File: config.mk
export PLATFORM = sky130hd
export DESIGN_NAME = ifu_fetch
export DESIGN_NICKNAME = d
export VERILOG_FILES = /design/src/rtl/ifu_fetch_pkg.sv /design/src/rtl/ifu_fetch.sv
export SDC_FILE = /design/constraint.sdc
export NUM_CORES = 1
export LEC_CHECK = 0
export BUFFER_PORTS_ARGS = -buffer_cell sky130_fd_sc_hd__clkbuf_2
export CELL_PAD_IN_SITES_DETAIL_PLACEMENT = 0
export CELL_PAD_IN_SITES_GLOBAL_PLACEMENT = 1
export CORE_MARGIN = 3
export CORE_UTILIZATION = 31
export CTS_CLUSTER_SIZE = 16
export DETAILED_ROUTE_END_ITERATION = 7
export PLACE_DENSITY = 0.84
export SYNTH_ARGS = -nofsm -noshare
export SYNTH_HDL_FRONTEND = slang
export SYNTH_SLANG_ARGS = --single-unit
export TNS_END_PERCENT = 1
File: constraint.sdc
create_clock -name i_clk -period 2.03 [get_ports i_clk]
set_input_delay 0.1015 -clock i_clk [delete_from_list [all_inputs] [get_ports i_clk]]
set_output_delay 0.1015 -clock i_clk [all_outputs]
set_load 0.01 [all_outputs]
File: src/rtl/ifu_fetch_pkg.sv
// Shared fetch-unit definitions: datapath width, default boot address, FSM encoding.
`ifndef CPU_WIDTH
`define CPU_WIDTH 32
`endif

package ifu_fetch_pkg;
    localparam int CPU_WIDTH = `CPU_WIDTH;
    localparam logic [CPU_WIDTH-1:0] RESET_PC_DEF = 32'h8000_0000;

    typedef enum logic [1:0] {
        S_REQ  = 2'd0,
        S_WAIT = 2'd1,
        S_HOLD = 2'd2
    } fetch_state_t;

    function automatic logic [CPU_WIDTH-1:0] align_word(input logic [CPU_WIDTH-1:0] a);
        return {a[CPU_WIDTH-1:2], 2'b00};
    endfunction
endpackage

File: src/rtl/ifu_fetch.sv
// Instruction fetch: single-outstanding request to imem, one-entry hold register to the decoder,
// redirect support with a drop flag for the response already in flight.
module ifu_fetch
    import ifu_fetch_pkg::*;
#(
    parameter logic [CPU_WIDTH-1:0] RESET_PC = RESET_PC_DEF
) (
    input  logic                 i_clk,
    input  logic                 i_rst,
    output logic                 o_imem_req,
    output logic [CPU_WIDTH-1:0] o_imem_addr,
    input  logic                 i_imem_gnt,
    input  logic                 i_imem_rvalid,
    input  logic [31:0]          i_imem_rdata,
    input  logic                 i_redirect,
    input  logic [CPU_WIDTH-1:0] i_redirect_pc,
    output logic                 o_ins_valid,
    input  logic                 i_ins_ready,
    output logic [31:0]          o_ins,
    output logic [CPU_WIDTH-1:0] o_pc
);
    fetch_state_t         state, state_nxt;
    logic [CPU_WIDTH-1:0] pc, pc_nxt, pc_inc, redirect_tgt, o_pc_nxt;
    logic                 drop, drop_nxt, ins_valid_nxt;
    logic [31:0]          ins_nxt;

    assign pc_inc       = pc + CPU_WIDTH'(4);
    assign redirect_tgt = align_word(i_redirect_pc);
    assign o_imem_req   = (state == S_REQ) && !i_rst;
    assign o_imem_addr  = pc;

    always_comb begin
        state_nxt     = state;
        pc_nxt        = pc;
        drop_nxt      = drop;
        ins_nxt       = o_ins;
        o_pc_nxt      = o_pc;
        ins_valid_nxt = o_ins_valid;
        case (state)
            S_REQ: begin
                if (i_redirect) pc_nxt = redirect_tgt;
                // A grant in the redirect cycle fetches the stale pc; mark it for discard.
                if (i_imem_gnt) begin
                    state_nxt = S_WAIT;
                    drop_nxt  = i_redirect;
                end
            end
            S_WAIT: begin
                if (i_redirect) pc_nxt = redirect_tgt;
                if (i_imem_rvalid) begin
                    if (drop || i_redirect) begin
                        drop_nxt  = 1'b0;
                        state_nxt = S_REQ;
                    end else begin
                        ins_nxt       = i_imem_rdata;
                        o_pc_nxt      = pc;
                        ins_valid_nxt = 1'b1;
                        state_nxt     = S_HOLD;
                    end
                end else if (i_redirect) begin
                    drop_nxt = 1'b1;
                end
            end
            S_HOLD: begin
                // Redirect wins over a same-cycle handshake: no sequential advance.
                if (i_redirect) begin
                    pc_nxt        = redirect_tgt;
                    ins_valid_nxt = 1'b0;
                    state_nxt     = S_REQ;
                end else if (i_ins_ready) begin
                    pc_nxt        = pc_inc;
                    ins_valid_nxt = 1'b0;
                    state_nxt     = S_REQ;
                end
            end
            default: state_nxt = S_REQ;
        endcase
    end

    always_ff @(posedge i_clk) begin
        if (i_rst) begin
            state       <= S_REQ;
            pc          <= RESET_PC;
            drop        <= 1'b0;
            o_ins_valid <= 1'b0;
            o_ins       <= '0;
            o_pc        <= RESET_PC;
        end else begin
            state       <= state_nxt;
            pc          <= pc_nxt;
            drop        <= drop_nxt;
            o_ins_valid <= ins_valid_nxt;
            o_ins       <= ins_nxt;
            o_pc        <= o_pc_nxt;
        end
    end
endmodule

==> reports/summary.md <==
The die is 125 um tall. STA classifies the critical path endpoint as a register. Setup total negative slack on the finished layout was measured at 0 ns. Max-cap violations in this run came to 0. The library cell used most frequently in the layout, excluding fill and tap cells, is sky130_fd_sc_hd__clkbuf_2. Critical-path cell with the highest stage delay: sky130_fd_sc_hd__dfxtp_1. In the routed layout, each cell is associated on average with a via count of 5.11. The tools report the cell area after synthesis as 4370 um2.

For the layout net count, the log shows 839. Count of buffer and inverter cells on the critical path: 1. The critical path in this run is classified as register to register. The register clock-pin slew on the reported worst setup and hold paths is 0.06 ns. Power share of the sequential group: 0.459. The largest net degree at the start of global routing was 61; the measured slew at the worst slew-check pin was 0.584 ns. Summed over all layers, the routed wires come to 14.5 mm. The filler cells instantiated in the layout total 1361. The residual DRC count came out at 0. Area share of the leading cell type in the synthesized netlist: 0.440.

At the worst endpoint, the arrival time is 2.15 ns. Counting tap cells, the placed design contains a total of 901 instances. The first-pass GRT wire length is 23.8 mm, and the number of flops mapped to enable cells by yosys is 0. Leaving out filler cells and counting taps, the final layout contains 949.

The final cell area excluding filler cells was 6180 um2; the mean area per synthesized cell was 7.58 um2. Setup repair after global routing left no endpoint under its margin. The run gives 0.440 as the sequential area share after synthesis. Synthesis inferred 96 register bits. For the worst setup path, the data required time is 2.28 ns. The synthesized netlist contains 52 unique library cells. During synthesis, Yosys emitted a total of 0 warnings.

The detail-routed net length per standard cell is 15.3 um. The floorplan step set the die width to 125 um. The clock passes through at most 2 buffers. Summed over all instances, the cell type with the most area after synthesis is sky130_fd_sc_hd__dfxtp_1. The max-slew violation count is 0. The initial antenna violation count is 0.

The flow ran to the end, and the final reports show no timing, DRC or antenna violations. The tools report the combinational power share as 0.121. The initial DRC count was 346. TritonCTS built the clock tree. In this run the power spent charging and discharging nets is 0.00106 W. Clock tree synthesis selected as its root buffer the cell sky130_fd_sc_hd__clkbuf_16. The run gives 0 as the final number of hold-violating endpoints. The internal portion of the total power is 0.00330 W.

The detail route stage leaves a number of antenna-violating nets equal to 0. The logs give 5530 um2 for the area of placed instances and 15500 um2 for the area of the die. Derived from the worst setup path, the maximum achievable clock frequency is 0.527 GHz. Final design utilization: 0.458. The logs give 0.611 for the relative max-transition margin and 0 for the total setup violations reported at the end of the flow. Traced cell by cell, the critical path runs through ha_1 > nand3_1 > nor4_2 > buf_4 > nand2_1 > o31a_1 > o32ai_1.

The fraction of layout cells with a size suffix above 1 was 0.294. Total global-route track usage: 0.187. The clock power share was 0.420. From synthesis to final layout, the design area changed by 41.6%. For this design, the sink count on the clock tree is 96. In this run the count of I/O pins placed on the die edge is 168. For the detailed-routing iteration count for the pre-antenna-repair pass, the log shows 4. The tools report the vias after detailed routing as 4847. The core region is 13500 um2.

Family with the most delay on the worst path: simple AND/OR/NAND/NOR gates. The number of I/O port buffers works out to 161. The H-tree was split into 3 levels. The number of antenna diodes in the final layout is 0. Clock skew on the completed layout was measured at 0.00621 ns.

Detailed placement ended at an HPWL of 10.3 mm. The highest ir drop seen on vdd was 0.323 mV. The tools report the type of origin of the critical path as a register.

Sorting the synthesized cells by area gives the leading types as sky130_fd_sc_hd__dfxtp_1 (44%), sky130_fd_sc_hd__nand2_1 (14%), sky130_fd_sc_hd__a21oi_1 (10%). TritonCTS created 9 clock buffers. Global routing finished with a remaining overflow of 0. For the reported leakage power, the log shows 2.63 nW. The via count of the first global-routing pass is 4706, and the number of rows in the core area is 42. The tools report the post-synthesis cell count as 576. The top cell types in the final layout, fill and taps aside, are sky130_fd_sc_hd__clkbuf_2 (160), sky130_fd_sc_hd__nand2_1 (158), sky130_fd_sc_hd__dfxtp_1 (96). The delay of the slowest critical-path stage came out at 0.38 ns.

The largest fanout of any net on the critical path is 6, and the multi-input gate area in the final layout is 2230 um2. The clock reaches the later pin of the worst-skew pair after 0.35 ns. The switching portion of total power is 0.243, and the sequential cell area in the final layout is 1920 um2.

The total power divided by cell area came out at 706 nW/um2. The worst hold path belongs to the class input pin to register. The initial core utilization was 0.323; the fraction of registers with async set or reset after synthesis was 0. For this run, the leading register cell type out of synthesis is sky130_fd_sc_hd__dfxtp_1. The final estimated routing congestion in global placement came out at 0.846. The post-route clock period utilization was 0.934. The routed design could run at a clock period as short as 1.90 ns.
[power by group through the flow]
stage / Sequential (W) / Combinational, W / Clock (W)
after global routing: 0.00201 / 0.000584 / 0.00196
final: 0.00201 / 0.000528 / 0.00183
after global placement: 0.00204 / 0.000470 / 0
after floorplan: 0.00207 / 0.000213 / 0
after CTS: 0.00200 / 0.000532 / 0.00188
after detailed placement: 0.00205 / 0.000481 / 0
[worst register-to-register path, cell delays in order, from the launching register on]
cell and delay [ns]:
sky130_fd_sc_hd__dfxtp_1 0.38, sky130_fd_sc_hd__ha_1 0.23, sky130_fd_sc_hd__nand3_1 0.23, sky130_fd_sc_hd__nor4_2 0.35
sky130_fd_sc_hd__buf_4 0.19, sky130_fd_sc_hd__nand2_1 0.07, sky130_fd_sc_hd__o31a_1 0.23, sky130_fd_sc_hd__o32ai_1 0.12
[cells in the mapped netlist (4+ instances only)]
| library cell | count |
|---|---|
| sky130_fd_sc_hd__nand3_1 | 15 |
| sky130_fd_sc_hd__and3_1 | 11 |
| sky130_fd_sc_hd__a21o_1 | 4 |
| sky130_fd_sc_hd__dfxtp_1 | 96 |
| sky130_fd_sc_hd__nand4_1 | 9 |
| sky130_fd_sc_hd__clkbuf_1 | 45 |
| sky130_fd_sc_hd__nor2_1 | 22 |
| sky130_fd_sc_hd__o21ai_0 | 17 |
| sky130_fd_sc_hd__nor4_1 | 5 |
| sky130_fd_sc_hd__buf_4 | 4 |
| sky130_fd_sc_hd__nand2_1 | 159 |
| sky130_fd_sc_hd__a21oi_1 | 88 |
| sky130_fd_sc_hd__inv_1 | 7 |
| sky130_fd_sc_hd__a31oi_1 | 10 |
| sky130_fd_sc_hd__nor3_1 | 9 |
| sky130_fd_sc_hd__a211oi_1 | 9 |
| sky130_fd_sc_hd__a22oi_1 | 4 |
[logic make-up after synthesis]
kind of cell	share of synthesized area
other	0.000859
flip-flops	0.440
AO/OA/AOI/OAI	0.206
adder cells (fa/ha/maj)	0.00287
buffers and inverters	0.0562
AND/OR/NAND/NOR	0.282
multiplexers	0.0120
[sequential cells by signal, summed over array words and instances (netlist names)]
| name | cells |
|---|---|
| state | 2 |
| drop | 1 |
| o_pc | 30 |
| o_imem_addr | 30 |
| o_ins | 32 |
| o_ins_valid | 1 |
[layout make-up]
type / instances / area share
inverter: 7 / 0.00425
clock inverter: 3 / 0.0105
multi-input combinational: 423 / 0.361
clock buffer: 13 / 0.0405
timing repair buffer: 231 / 0.237
sequential: 96 / 0.311
tap: 176 / 0.0356
[stage by stage]
| stage | hold slack (ns) | power [W] | setup WS (ns) |
|---|---|---|---|
| 6_report | 0.0167 | 0.00437 | 0.134 |
| 5_1_grt | 0.0232 | 0.00456 | 0.00993 |
| 4_1_cts | 0.00413 | 0.00442 | 0.150 |
| 3_5_place_dp | 0.330 | 0.00253 | 0.158 |
| 3_3_place_gp | 0.325 | 0.00251 | 0.167 |
| 2_1_floorplan | 0.237 | 0.00229 | 0.00170 |
[final timing paths]
check / from / end / slack (ns) / cells past startpoint
setup / recovery: o_imem_addr[3] / o_imem_addr[20] / 0.13 / 7
hold / removal: i_redirect_pc[30] / o_imem_addr[30] / 0.02 / 3
setup reg to reg: o_imem_addr[3] / o_imem_addr[20] / 0.13 / 7
hold reg to reg: o_ins[31] / o_ins[31] / 0.45 / 2
[repair_timing]
item / 4_1_cts / 5_1_grt
setup endpoints to repair: 0 / 2
setup buffers: 0 / 0
hold buffers: 32 / 0
gates resized for setup: 0 / 2
hold endpoints to repair: 32 / 0
[layer usage]
layer  share of wire  GRT usage
met1            0.42      0.229
met2            0.48      0.312
met3           0.069     0.0403
met4           0.034     0.0890
met5               0          0
(Power assumes the default switching activity.)
